**src/rtl/rij_multicycle_ctrl.sv**
```systemverilog
// Multi-cycle main controller for the RIJ datapath: steps each instruction through
// IF/ID/EX/MEM/WB, drives datapath enables/selects/ALU op and counts retired instructions.
module rij_multicycle_ctrl #(
    parameter int CNT_W = 32
) (
    input  logic             clk,
    input  logic             rst,
    input  logic             run,
    input  logic [5:0]       OP,
    input  logic [5:0]       func,
    input  logic             ZF,
    output logic             PC_Write,
    output logic [1:0]       PC_s,
    output logic             IR_Write,
    output logic             Write_Reg,
    output logic             Mem_Write,
    output logic [2:0]       ALU_OP,
    output logic             Set_ZF,
    output logic             Set_OF,
    output logic [1:0]       w_r_s,
    output logic [1:0]       wr_data_s,
    output logic             imm_s,
    output logic             rt_imm_s,
    output logic [2:0]       state,
    output logic             illegal,
    output logic [CNT_W-1:0] inst_cnt
);

    typedef enum logic [2:0] {
        S_IF  = 3'd0,
        S_ID  = 3'd1,
        S_EX  = 3'd2,
        S_MEM = 3'd3,
        S_WB  = 3'd4
    } state_t;

    typedef enum logic [3:0] {
        C_ILLEGAL,
        C_RTYPE,
        C_IARITH,
        C_LW,
        C_SW,
        C_BEQ,
        C_BNE,
        C_J,
        C_JAL,
        C_JR
    } iclass_t;

    localparam logic [5:0] OP_RTYPE = 6'b000000;
    localparam logic [5:0] OP_J     = 6'b000010;
    localparam logic [5:0] OP_JAL   = 6'b000011;
    localparam logic [5:0] OP_BEQ   = 6'b000100;
    localparam logic [5:0] OP_BNE   = 6'b000101;
    localparam logic [5:0] OP_ADDI  = 6'b001000;
    localparam logic [5:0] OP_SLTIU = 6'b001011;
    localparam logic [5:0] OP_ANDI  = 6'b001100;
    localparam logic [5:0] OP_XORI  = 6'b001110;
    localparam logic [5:0] OP_LW    = 6'b100011;
    localparam logic [5:0] OP_SW    = 6'b101011;

    localparam logic [5:0] FN_SLL  = 6'b000000;
    localparam logic [5:0] FN_JR   = 6'b001000;
    localparam logic [5:0] FN_ADD  = 6'b100000;
    localparam logic [5:0] FN_SUB  = 6'b100010;
    localparam logic [5:0] FN_AND  = 6'b100100;
    localparam logic [5:0] FN_OR   = 6'b100101;
    localparam logic [5:0] FN_XOR  = 6'b100110;
    localparam logic [5:0] FN_NOR  = 6'b100111;
    localparam logic [5:0] FN_SLTU = 6'b101011;

    localparam logic [2:0] ALU_AND  = 3'b000;
    localparam logic [2:0] ALU_OR   = 3'b001;
    localparam logic [2:0] ALU_XOR  = 3'b010;
    localparam logic [2:0] ALU_NOR  = 3'b011;
    localparam logic [2:0] ALU_ADD  = 3'b100;
    localparam logic [2:0] ALU_SUB  = 3'b101;
    localparam logic [2:0] ALU_SLTU = 3'b110;
    localparam logic [2:0] ALU_SLL  = 3'b111;

    localparam logic [1:0] PCS_INC4   = 2'b00;
    localparam logic [1:0] PCS_RS     = 2'b01;
    localparam logic [1:0] PCS_BRANCH = 2'b10;
    localparam logic [1:0] PCS_JUMP   = 2'b11;

    localparam logic [1:0] WRS_RD  = 2'b00;
    localparam logic [1:0] WRS_RT  = 2'b01;
    localparam logic [1:0] WRS_R31 = 2'b10;

    localparam logic [1:0] WDS_ALU = 2'b00;
    localparam logic [1:0] WDS_MEM = 2'b01;
    localparam logic [1:0] WDS_PC  = 2'b10;

    state_t     state_q;
    state_t     state_d;
    iclass_t    iclass;
    logic [2:0] dec_alu;
    logic       dec_sext;
    logic       dec_rt_imm;
    logic       dec_of;
    logic       retire;

    // IR is stable from the end of S_IF, so the decode can stay purely combinational.
    always_comb begin
        iclass     = C_ILLEGAL;
        dec_alu    = ALU_ADD;
        dec_sext   = 1'b0;
        dec_rt_imm = 1'b0;
        dec_of     = 1'b0;
        case (OP)
            OP_RTYPE: begin
                iclass = C_RTYPE;
                case (func)
                    FN_ADD:  begin dec_alu = ALU_ADD; dec_of = 1'b1; end
                    FN_SUB:  begin dec_alu = ALU_SUB; dec_of = 1'b1; end
                    FN_AND:  dec_alu = ALU_AND;
                    FN_OR:   dec_alu = ALU_OR;
                    FN_XOR:  dec_alu = ALU_XOR;
                    FN_NOR:  dec_alu = ALU_NOR;
                    FN_SLTU: dec_alu = ALU_SLTU;
                    FN_SLL:  dec_alu = ALU_SLL;
                    FN_JR:   iclass  = C_JR;
                    default: iclass  = C_ILLEGAL;
                endcase
            end
            OP_ADDI: begin
                iclass     = C_IARITH;
                dec_alu    = ALU_ADD;
                dec_sext   = 1'b1;
                dec_rt_imm = 1'b1;
                dec_of     = 1'b1;
            end
            OP_ANDI: begin
                iclass     = C_IARITH;
                dec_alu    = ALU_AND;
                dec_rt_imm = 1'b1;
            end
            OP_XORI: begin
                iclass     = C_IARITH;
                dec_alu    = ALU_XOR;
                dec_rt_imm = 1'b1;
            end
            OP_SLTIU: begin
                iclass     = C_IARITH;
                dec_alu    = ALU_SLTU;
                dec_rt_imm = 1'b1;
            end
            OP_LW: begin
                iclass     = C_LW;
                dec_sext   = 1'b1;
                dec_rt_imm = 1'b1;
            end
            OP_SW: begin
                iclass     = C_SW;
                dec_sext   = 1'b1;
                dec_rt_imm = 1'b1;
            end
            OP_BEQ: begin
                iclass   = C_BEQ;
                dec_alu  = ALU_SUB;
                dec_sext = 1'b1;
            end
            OP_BNE: begin
                iclass   = C_BNE;
                dec_alu  = ALU_SUB;
                dec_sext = 1'b1;
            end
            OP_J:    iclass = C_J;
            OP_JAL:  iclass = C_JAL;
            default: iclass = C_ILLEGAL;
        endcase
    end

    always_ff @(posedge clk or negedge rst) begin
        if (!rst) begin
            state_q <= S_IF;
        end else begin
            state_q <= state_d;
        end
    end

    // Next state and per-state outputs; reset overrides everything to zero at the end.
    always_comb begin
        state_d   = S_IF;
        PC_Write  = 1'b0;
        PC_s      = PCS_INC4;
        IR_Write  = 1'b0;
        Write_Reg = 1'b0;
        Mem_Write = 1'b0;
        ALU_OP    = ALU_ADD;
        Set_ZF    = 1'b0;
        Set_OF    = 1'b0;
        w_r_s     = WRS_RD;
        wr_data_s = WDS_ALU;
        imm_s     = 1'b0;
        rt_imm_s  = 1'b0;
        illegal   = 1'b0;
        case (state_q)
            S_IF: begin
                if (run) begin
                    IR_Write = 1'b1;
                    PC_Write = 1'b1;
                    state_d  = S_ID;
                end else begin
                    state_d  = S_IF;
                end
            end
            S_ID: begin
                case (iclass)
                    C_J: begin
                        PC_Write = 1'b1;
                        PC_s     = PCS_JUMP;
                    end
                    C_JR: begin
                        PC_Write = 1'b1;
                        PC_s     = PCS_RS;
                    end
                    C_JAL: begin
                        PC_Write  = 1'b1;
                        PC_s      = PCS_JUMP;
                        Write_Reg = 1'b1;
                        w_r_s     = WRS_R31;
                        wr_data_s = WDS_PC;
                    end
                    C_ILLEGAL: illegal = 1'b1;
                    default:   state_d = S_EX;
                endcase
            end
            S_EX: begin
                ALU_OP   = dec_alu;
                imm_s    = dec_sext;
                rt_imm_s = dec_rt_imm;
                case (iclass)
                    C_RTYPE, C_IARITH: begin
                        Set_ZF  = 1'b1;
                        Set_OF  = dec_of;
                        state_d = S_WB;
                    end
                    C_LW, C_SW: state_d = S_MEM;
                    C_BEQ, C_BNE: begin
                        Set_ZF = 1'b1;
                        if ((iclass == C_BEQ && ZF) || (iclass == C_BNE && !ZF)) begin
                            PC_Write = 1'b1;
                            PC_s     = PCS_BRANCH;
                        end
                    end
                    default: state_d = S_IF;
                endcase
            end
            S_MEM: begin
                ALU_OP   = dec_alu;
                imm_s    = dec_sext;
                rt_imm_s = dec_rt_imm;
                if (iclass == C_SW) begin
                    Mem_Write = 1'b1;
                end else if (iclass == C_LW) begin
                    state_d   = S_WB;
                end
            end
            S_WB: begin
                ALU_OP    = dec_alu;
                imm_s     = dec_sext;
                rt_imm_s  = dec_rt_imm;
                Write_Reg = 1'b1;
                w_r_s     = (iclass == C_RTYPE) ? WRS_RD : WRS_RT;
                wr_data_s = (iclass == C_LW) ? WDS_MEM : WDS_ALU;
            end
            default: begin
                ALU_OP  = 3'b000;
                state_d = S_IF;
            end
        endcase
        if (!rst) begin
            state_d   = S_IF;
            PC_Write  = 1'b0;
            PC_s      = 2'b00;
            IR_Write  = 1'b0;
            Write_Reg = 1'b0;
            Mem_Write = 1'b0;
            ALU_OP    = 3'b000;
            Set_ZF    = 1'b0;
            Set_OF    = 1'b0;
            w_r_s     = 2'b00;
            wr_data_s = 2'b00;
            imm_s     = 1'b0;
            rt_imm_s  = 1'b0;
            illegal   = 1'b0;
        end
    end

    // An instruction retires on the edge that returns the FSM from an active state to S_IF.
    assign retire = rst && (state_d == S_IF) &&
                    (state_q == S_ID || state_q == S_EX || state_q == S_MEM || state_q == S_WB);

    always_ff @(posedge clk or negedge rst) begin
        if (!rst) begin
            inst_cnt <= '0;
        end else if (retire) begin
            inst_cnt <= inst_cnt + {{(CNT_W-1){1'b0}}, 1'b1};
        end
    end

    assign state = state_q;

endmodule

```
**config.mk**
```make
export PLATFORM = sky130hd
export DESIGN_NAME = rij_multicycle_ctrl
export DESIGN_NICKNAME = d
export VERILOG_FILES = /design/src/rtl/rij_multicycle_ctrl.sv
export SDC_FILE = /design/constraint.sdc
export NUM_CORES = 1
export LEC_CHECK = 0
export BUFFER_PORTS_ARGS = -buffer_cell sky130_fd_sc_hd__buf_2
export CAP_MARGIN = 20
export CORE_UTILIZATION = 31
export DETAILED_ROUTE_END_ITERATION = 12
export MAX_ROUTING_LAYER = met4
export PLACE_DENSITY = 0.49
export SLEW_MARGIN = 20
export SYNTH_ARGS = -nofsm -noshare
export SYNTH_HDL_FRONTEND = slang
export SYNTH_SLANG_ARGS = --single-unit
```
**constraint.sdc**
```tcl
create_clock -name clk -period 3.8 [get_ports clk]
set_clock_uncertainty 0.1 [all_clocks]
set_input_delay 0.57 -clock clk [delete_from_list [all_inputs] [get_ports clk]]
set_output_delay 0.57 -clock clk [all_outputs]
set_load 0.02 [all_outputs]
```
==> flow_results.org, run 1 <==
** Clock tree
- TritonCTS buffer count :: 5
- CTS built an H-tree with a depth of 2.
- Clock transition at the register clock pins on the worst setup and hold paths after CTS :: 0.07 ns
- Clock Sinks :: 35
- TritonCTS built the clock tree.
- Clock latency at the later pin of the worst-skew pair :: 0.28 ns
- Clock tree root buffer cell :: sky130_fd_sc_hd__clkbuf_8
- After clock tree synthesis, the repair step resized 0 gates.
- Number of buffers inserted by post-CTS setup repair :: 0
- Largest buffer count on any clock path :: 2
- After clock tree synthesis, the flow added hold-fix buffers numbering 0.

** Timing
- Period Utilization, post-route :: 90.6%
- The number of slew-limit violations in the final report came to 0.
- Headroom to the max-slew limit :: 66.8%
- Final hold viol count :: 0
- RSZ-0062 raised after global routing :: no
- The smallest clock period supported by the final layout is computed as 3.44 ns.
- For the pin with the worst max-slew slack, the measured transition is 0.495 ns.
- Setup total negative slack :: 0 ns
- Static timing analysis puts the maximum clock frequency at 291 MHz.
- Hold timing on the final database bottoms out at a slack of 0.214 ns.
- Final setup violation count :: 0

** Layout
- Relative to the synthesized area, the layout overhead comes to 17.8%.
- Antenna Diode Count :: 0
- Cells fill 37.4% of the core in the end.
- In the final layout, the share of cells above drive strength 1 is 32.7%.
- Final net count :: 372

** Synthesis
- Number of enable flip-flop cells after synthesis :: 0
- Async set-or-reset flop fraction in the synthesized netlist :: 100%
- Synthesis produced a netlist whose cell count is 296.
- The cell area that synthesis handed to floorplanning was 2760 um^2.
- After synthesis, flip-flops and latches occupy 31.8% of the total area.
- Count of warnings emitted by yosys :: 0
- For this run, the leading register cell type out of synthesis is sky130_fd_sc_hd__dfrtp_1.
- The netlist uses 56 different library cells.
- Post-synthesis area per instance :: 9.31 um^2
- Synth Net Count :: 313
- Synthesis inferred 35 register bits.

** Placed design
- After legalization and detailed placement, the total HPWL measured 5050 um.
- Input and output buffers added on the ports amount to 68.
- Routability-driven placement congestion ratio :: 0.852

** Critical path
- Startpoint Class :: input port
- The worst setup path is of the in -> out kind.
- Along the worst path, the maximum fanout reaches 13.
- The critical path goes through buf_2 -> or4_4 -> or4_4 -> a31o_4 -> nand2_1 -> and3_1 -> o211ai_1 -> a21oi_1 -> buf_2.
- The largest single stage delay on the critical path is 0.57 ns.
- Kind of capture point of the worst setup path :: primary output
- Required time at the endpoint of the critical path :: 3.13 ns
- For the worst setup path, the data arrival time is 2.77 ns.
- In this design, the largest share of critical-path delay is due to simple AND/OR/NAND/NOR gates.
- Total buffers and inverters traversed by the critical path :: 2
- On the critical path, the stage with the largest delay is an instance of sky130_fd_sc_hd__or4_4.

** Pwr
- For this design the static power due to leakage is 1.49 nW.
- The share of total power dissipated in combinational logic is 23.5%.
- The internal portion of the total power is 0.000628 W.
- IR analysis of the VDD net gives a maximum drop of 0.145 mV.
- Sequential cells account for 47.6% of the total power.
- Summed over all nets, the switching power comes to 0.000311 W.
- The share of total power dissipated in the clock network is 29.0%.
- Of the total power, the share spent switching nets is 33.1%.
- PD cells :: 289 nW/um^2

** Global routing
- GRT Residual Overflow :: 0
- Maximum number of pins on one net before global-route repair :: 32
- Across every metal layer, demand over resource in global routing totals 15.6%.
- The number of antenna violations at the first check in global routing is 0.
- Via count of the first global-routing pass :: 2116
- First-pass GRT wire length :: 11000 um

** Job
- Max-cap violations in this run came to 0.

** Detailed routing
- After detailed routing, the total wire length is 6770 um.
- DR pass1 iterations :: 4
- Count of unresolved DRC violations after routing :: 0
- Antenna Nets Post-Route :: 0
- DRC violation total after the first TritonRoute iteration :: 96
- After detailed routing, the average wire length per cell comes to 14.6 um.
- Vias after detailed routing :: 2449
- Dividing the detail-routed via count by the number of cells gives 5.29.

** Floorplanning
- Die area :: 9270 um^2
- Die span in y :: 96.3 um
- Die X :: 96.3 um
- Effective utilization at floorplan :: 31.7%
- 69 I/O pins were placed.
- Row generation in the floorplan step produced 34 rows.
- After floorplanning, the core was sized to cover 8680 um^2.

** Status
- The flow ran to the end, and the final reports show no timing, DRC or antenna violations.

** Min path
- The path class of the tightest hold or removal check is in -> async.
-- registers in the layout (all words and copies together), names as in the netlist --
name,flops
inst_cnt,32
state,3
-- final cells by class --
type,count,area (um^2)
tap,108,135
clock inverter,1,5.00
fill,912,5430
multi-input combinational,235,1740
timing repair buffer,74,398
clock buffer,6,82.6
inverter,4,15.0
sequential,35,876
-- Yosys cell counts, types with 3 or more instances --
cell type / instances / area share, %
sky130_fd_sc_hd__clkbuf_1: 11 / 1.5
sky130_fd_sc_hd__a21oi_1: 10 / 1.8
sky130_fd_sc_hd__inv_1: 4 / 0.54
sky130_fd_sc_hd__a31oi_1: 3 / 0.68
sky130_fd_sc_hd__o211ai_1: 3 / 0.82
sky130_fd_sc_hd__nand4_1: 9 / 2.0
sky130_fd_sc_hd__and4_1: 5 / 1.6
sky130_fd_sc_hd__xor2_1: 34 / 11
sky130_fd_sc_hd__o31ai_1: 4 / 1.1
sky130_fd_sc_hd__nand4b_1: 3 / 0.95
sky130_fd_sc_hd__nor3_1: 13 / 2.4
sky130_fd_sc_hd__nand3_1: 9 / 1.6
sky130_fd_sc_hd__dfrtp_1: 35 / 32
sky130_fd_sc_hd__and2_1: 5 / 1.1
sky130_fd_sc_hd__nor4b_2: 8 / 4.4
sky130_fd_sc_hd__o21ai_0: 6 / 1.1
sky130_fd_sc_hd__nor2_1: 22 / 3.0
sky130_fd_sc_hd__nor2b_1: 9 / 2.0
sky130_fd_sc_hd__xnor2_1: 3 / 0.95
sky130_fd_sc_hd__nor4_2: 14 / 6.4
sky130_fd_sc_hd__and3_1: 12 / 2.7
sky130_fd_sc_hd__nor3b_1: 6 / 1.6
sky130_fd_sc_hd__nand2b_1: 4 / 0.91
sky130_fd_sc_hd__buf_6: 4 / 1.6
sky130_fd_sc_hd__nor3b_2: 3 / 1.4
sky130_fd_sc_hd__nand2_1: 19 / 2.6
-- metal layers --
| layer | up-vias | track usage, % | routed length [um] |
|---|---|---|---|
| li1 | 1196 | - | - |
| met1 | 1175 | 22.4 | 3440 |
| met2 | 69 | 22.2 | 2900 |
| met3 | 9 | 2.61 | 310 |
| met4 | 0 | 4.35 | 115 |
| met5 | - | - | 0 |
-- placed cells by master (no fill, tap or decap), drive strengths merged, types with 9 or more instances in the layout --
cell type,n
buf,74
dfrtp,35
xor2,34
nor2,22
nand2,19
nor4,15
nor3,13
and3,12
a21oi,11
nor4b,11
nand3,10
nor2b,9
nand4,9
nor3b,9
-- power groups by stage --
stage	clock network [W]	logic, W	registers, W
CTS	0.000286	0.000223	0.000447
finish	0.000272	0.000220	0.000447
floorplan	0	0.000103	0.000487
global placement	0	0.000221	0.000455
global route	0.000301	0.000246	0.000453
detailed placement	0	0.000223	0.000455
-- metrics by stage --
stage / area, um^2 / power (W) / instances / worst slack, ns
floorplan: 2760 / 0.000590 / 296 / 0.497
global placement: 3160 / 0.000677 / 456 / 0.397
detailed placement: 3160 / 0.000677 / 456 / 0.364
CTS: 3250 / 0.000957 / 463 / 0.354
global route: 3250 / 0.00100 / 463 / 0.261
finish: 3250 / 0.000939 / 463 / 0.359
-- logic make-up after synthesis --
kind of cell	after synthesis	synth area share [%]
buffers and inverters	26	5.22
flip-flops	35	31.8
multiplexers	1	0.409
adder cells (fa/ha/maj)	1	0.454
XOR/XNOR	37	11.8
AND/OR/NAND/NOR	157	40.4
AO/OA/AOI/OAI	39	9.99
-- worst reg2reg max path, cell delays in order (launching register included) --
cell                       delay [ns]
sky130_fd_sc_hd__dfrtp_1         0.54
sky130_fd_sc_hd__nor3b_1         0.46
sky130_fd_sc_hd__nor3b_1         0.35
sky130_fd_sc_hd__o31ai_1         0.15
sky130_fd_sc_hd__a41oi_2         0.22
sky130_fd_sc_hd__nand4b_1        0.21
sky130_fd_sc_hd__buf_4           0.30
sky130_fd_sc_hd__nor3_1          0.12
sky130_fd_sc_hd__xor2_1          0.15
-- final timing paths --
path                               from           end  slack (ns)  cells after the start
max                               OP[2]      PC_Write        0.36                      9
min                                 rst   inst_cnt[5]        0.21                      2
max reg2reg                    state[0]  inst_cnt[31]        1.10                      8
min reg2reg                inst_cnt[31]  inst_cnt[31]        0.36                      1
max in group asynchronous           rst  inst_cnt[16]        3.13                      2
min in group clk           inst_cnt[31]  inst_cnt[31]        0.36                      1
Note: power is estimated with default switching activity, not from simulation.
==> run 2: changes to the inputs <==
Settings changed: ABC_AREA from default to 1, CTS_BUF_LIST from default to sky130_fd_sc_hd__clkbuf_4.
==> flow_results.org, run 2 <==
** Timing
- Setup violations remaining at the end of the flow were counted as 0.
- After layout, the worst path uses 74.2% of the clock period.
- The number of endpoints with negative hold slack in the final report is 0.
- Period minus WS final :: 2.82 ns
- At the pin with the least slew margin, the transition time is 0.765 ns.
- Maximum operating frequency :: 355 MHz
- Setup total negative slack :: 0 ns
- In this run the tightest slew margin relative to its limit is 48.9%.
- The number of slew-limit violations in the final report is 0.
- Worst hold-check slack :: 0.0621 ns
- RSZ-0062 raised after global routing :: no

** Synthesis
- Number of enable flip-flop cells after synthesis :: 0
- Synth area leaders :: sky130_fd_sc_hd__dfrtp_1 (29%), sky130_fd_sc_hd__nand2_1 (16%), sky130_fd_sc_hd__nand4_1 (14%)
- Number of distinct library cell variants in the gate-level netlist after synthesis :: 35
- Most common cell in the netlist :: sky130_fd_sc_hd__nand2_1
- Biggest area consumer among synthesized cells :: sky130_fd_sc_hd__dfrtp_1
- After synthesis, the most frequently instantiated cells are sky130_fd_sc_hd__nand2_1 (124), sky130_fd_sc_hd__inv_1 (74), sky130_fd_sc_hd__nand4_1 (67).
- Number of storage elements in the synthesis netlist :: 35
- Primary FF master, synth :: sky130_fd_sc_hd__dfrtp_1
- Number of instances in the synthesized netlist :: 455
- Counting flops with an async set or reset pin after synthesis yields a share of 100%.
- The number of nets handed over by synthesis was 472.
- Post-synthesis area per instance :: 6.59 um^2
- Count of warnings emitted by yosys :: 0
- Yosys top cell area share :: 29.2%
- Synthesized cell area :: 3000 um^2
- The share of the Yosys chip area taken by registers is 29.2%.

** Critical path
- Kind of capture point of the worst setup path :: primary output
- The worst setup path is launched from an input port.
- The number of cells on the worst reg-to-reg path is 12.
- The setup check on the worst reg-to-reg path leaves a slack of 0.98 ns.
- Of all nets on the critical path, the largest fanout is 21.
- Peak per-stage delay on the critical path :: 0.49 ns
- The critical path in this run is classified as in -> out.
- Startpoint of the worst register-to-register path :: state[1]
- In this run the critical register-to-register path is captured at inst_cnt[26].
- Critical-path cell list :: buf_2 -> clkinv_1 -> nor4_1 -> buf_2
- CP dominant cell by count :: sky130_fd_sc_hd__buf_2
- STA puts the critical path data required time at 3.13 ns.
- Critical-path top delay cell :: sky130_fd_sc_hd__clkinv_1
- Data arrival time of the worst path :: 2.15 ns

** Global routing
- Met1 capacity usage during global routing :: 24.8%
- In the global route stage, met3 resource usage came out at 2.65%.
- Via count of the first global-routing pass :: 2956
- Peak-usage layer in the global routing report :: met2
- For met2 alone, demand over resource in global routing was 28.5%.
- The number of antenna violations at the first check in global routing is 0.
- Maximum number of pins on one net before global-route repair :: 44
- Across every metal layer, demand over resource in global routing totals 18.2%.
- First-pass GRT wire length :: 14400 um
- GRT Residual Overflow :: 0

** Pwr
- Net switching is 36.6% of the power.
- Sequential cell fraction of total power :: 50.8%
- For this design the ratio of total power to cell area is 236 nW/um^2.
- Power dissipated by switching net loads :: 0.000297 W
- Power share of the combinational group :: 23.7%
- Static leakage :: 1.92 nW
- Worst vdd ir :: 0.124 mV
- Proportion of power drawn by the clock network :: 25.5%
- Internal power comes to 0.000516 W.

** Layout
- The post-route netlist has 20.5% of its cells at a drive strength greater than 1.
- Number of fillers in the final layout :: 1040
- Relative to the synthesized area, the layout overhead comes to 15.1%.
- Most used cells in the layout excluding fill and tap cells :: sky130_fd_sc_hd__nand2_1 (124), sky130_fd_sc_hd__inv_1 (74), sky130_fd_sc_hd__buf_2 (68)
- Final net count :: 534
- Register with the highest flop count :: inst_cnt
- Core occupancy in the finished layout :: 37.0%
- The number of antenna diodes in the final layout is 0.
- The library cell used most frequently in the layout, excluding fill and tap cells, is sky130_fd_sc_hd__nand2_1.
- Max FFs per register :: 32

** Detailed routing
- Antenna Nets Post-Route :: 0
- Using the TritonRoute via totals, the vias-per-cell ratio works out to 4.98.
- Wirelength, routed :: 8630 um
- DR pass1 iterations :: 4
- After detailed routing, the average wire length per cell comes to 13.3 um.
- Count of unresolved DRC violations after routing :: 0
- The first routing iteration left 124 violations.
- Vias after detailed routing :: 3219

** Job
- Max capacitance violation total :: 0

** Clock tree
- Number of levels the H-tree was split into :: 2
- TritonCTS built the clock tree.
- Clock tree root buffer cell :: sky130_fd_sc_hd__clkbuf_4
- Largest buffer count on any clock path :: 2
- CTS Hold Buffers Added :: 0
- Clock-pin slew was measured on the worst setup and hold paths at 0.12 ns.
- Number of buffers inserted by post-CTS setup repair :: 0
- Clock tree synthesis inserted a total of 5 buffers.
- The later pin in the worst-skew pair is clocked with a latency of 0.34 ns.
- After clock tree synthesis, the repair step resized 0 gates.
- Clock Sinks :: 35

** Floorplanning
- Die area :: 10100 um^2
- For this configuration, the core starts out at a cell density of 32.2%.
- Ports :: 69
- The total area inside the core boundary comes to 9330 um^2.
- In this run the vertical extent of the chip is 100 um.
- Row generation in the floorplan step produced 35 rows.
- Die X :: 100 um

** Placed design
- The HPWL after detailed placement is 6540 um.
- Total of buffers placed on input and output ports :: 68
- At the end of routability-driven placement, the weighted congestion stood at 0.822.

** Status
- The run finished with clean final reports.

** Min path
- Hold WC Path Type :: in -> async
## run 2: kinds of logic (layout without fill, tap and decap cells)
kind of cell	Yosys count	count (layout)	share of synthesized area (%)
adder cells (fa/ha/maj)	1	1	0.417
AND/OR/NAND/NOR	299	299	49.6
XOR/XNOR	9	9	2.63
AO/OA/AOI/OAI	17	17	4.09
flip-flops	35	35	29.2
buffers and inverters	94	157	14.1
## run 2: cell type report
type | count | area, um^2 | share of cell area (%)
clock buffers | 5 | 37.5 | 1.09
clock inverters | 3 | 15.0 | 0.435
inverters | 77 | 289 | 8.38
multi-input cells | 326 | 1700 | 49.3
flip-flops and latches | 35 | 876 | 25.4
well taps | 129 | 161 | 4.68
repair buffers | 72 | 370 | 10.7
## run 2: layer usage
metal / routed length [um] / vias up / share of wire (%)
li1: - / 1634 / -
met1: 4290 / 1483 / 50
met2: 3860 / 91 / 45
met3: 369 / 11 / 4.3
met4: 106 / 0 / 1.2
met5: 0 / - / 0
## run 2: worst max-delay path: cells and delay by family
family / cells / cell delay (ns)
buffers and inverters: 3 / 1.11
AND/OR/NAND/NOR: 1 / 0.46
## run 2: how the worst max path moves through the flow
stage               startpoint            to  cells after the start
floorplan                OP[2]     Write_Reg                     10
global placement         OP[1]   inst_cnt[7]                     14
detailed placement       OP[5]   inst_cnt[1]                     12
CTS                        rst     Mem_Write                      4
global route          state[1]  inst_cnt[26]                     12
finish                     rst     Mem_Write                      4
## run 2: metrics by stage
step                      total power (W)  setup WS (ns)  std cells  cell area [um^2]
final                            0.000814          0.981        647              3450
after global routing             0.000872          0.599        647              3450
after CTS                        0.000832          0.902        647              3450
after detailed placement         0.000615          0.833        639              3400
after global placement           0.000610          0.819        639              3400
after floorplan                  0.000552          0.888        455              3000
## run 2: power by group through the flow
stage / Combinational [W] / Sequential [W] / Clock, W
floorplan: 0.000113 / 0.000439 / 0
global placement: 0.000190 / 0.000420 / 0
detailed placement: 0.000194 / 0.000421 / 0
CTS: 0.000195 / 0.000413 / 0.000223
global route: 0.000214 / 0.000418 / 0.000240
finish: 0.000193 / 0.000413 / 0.000207
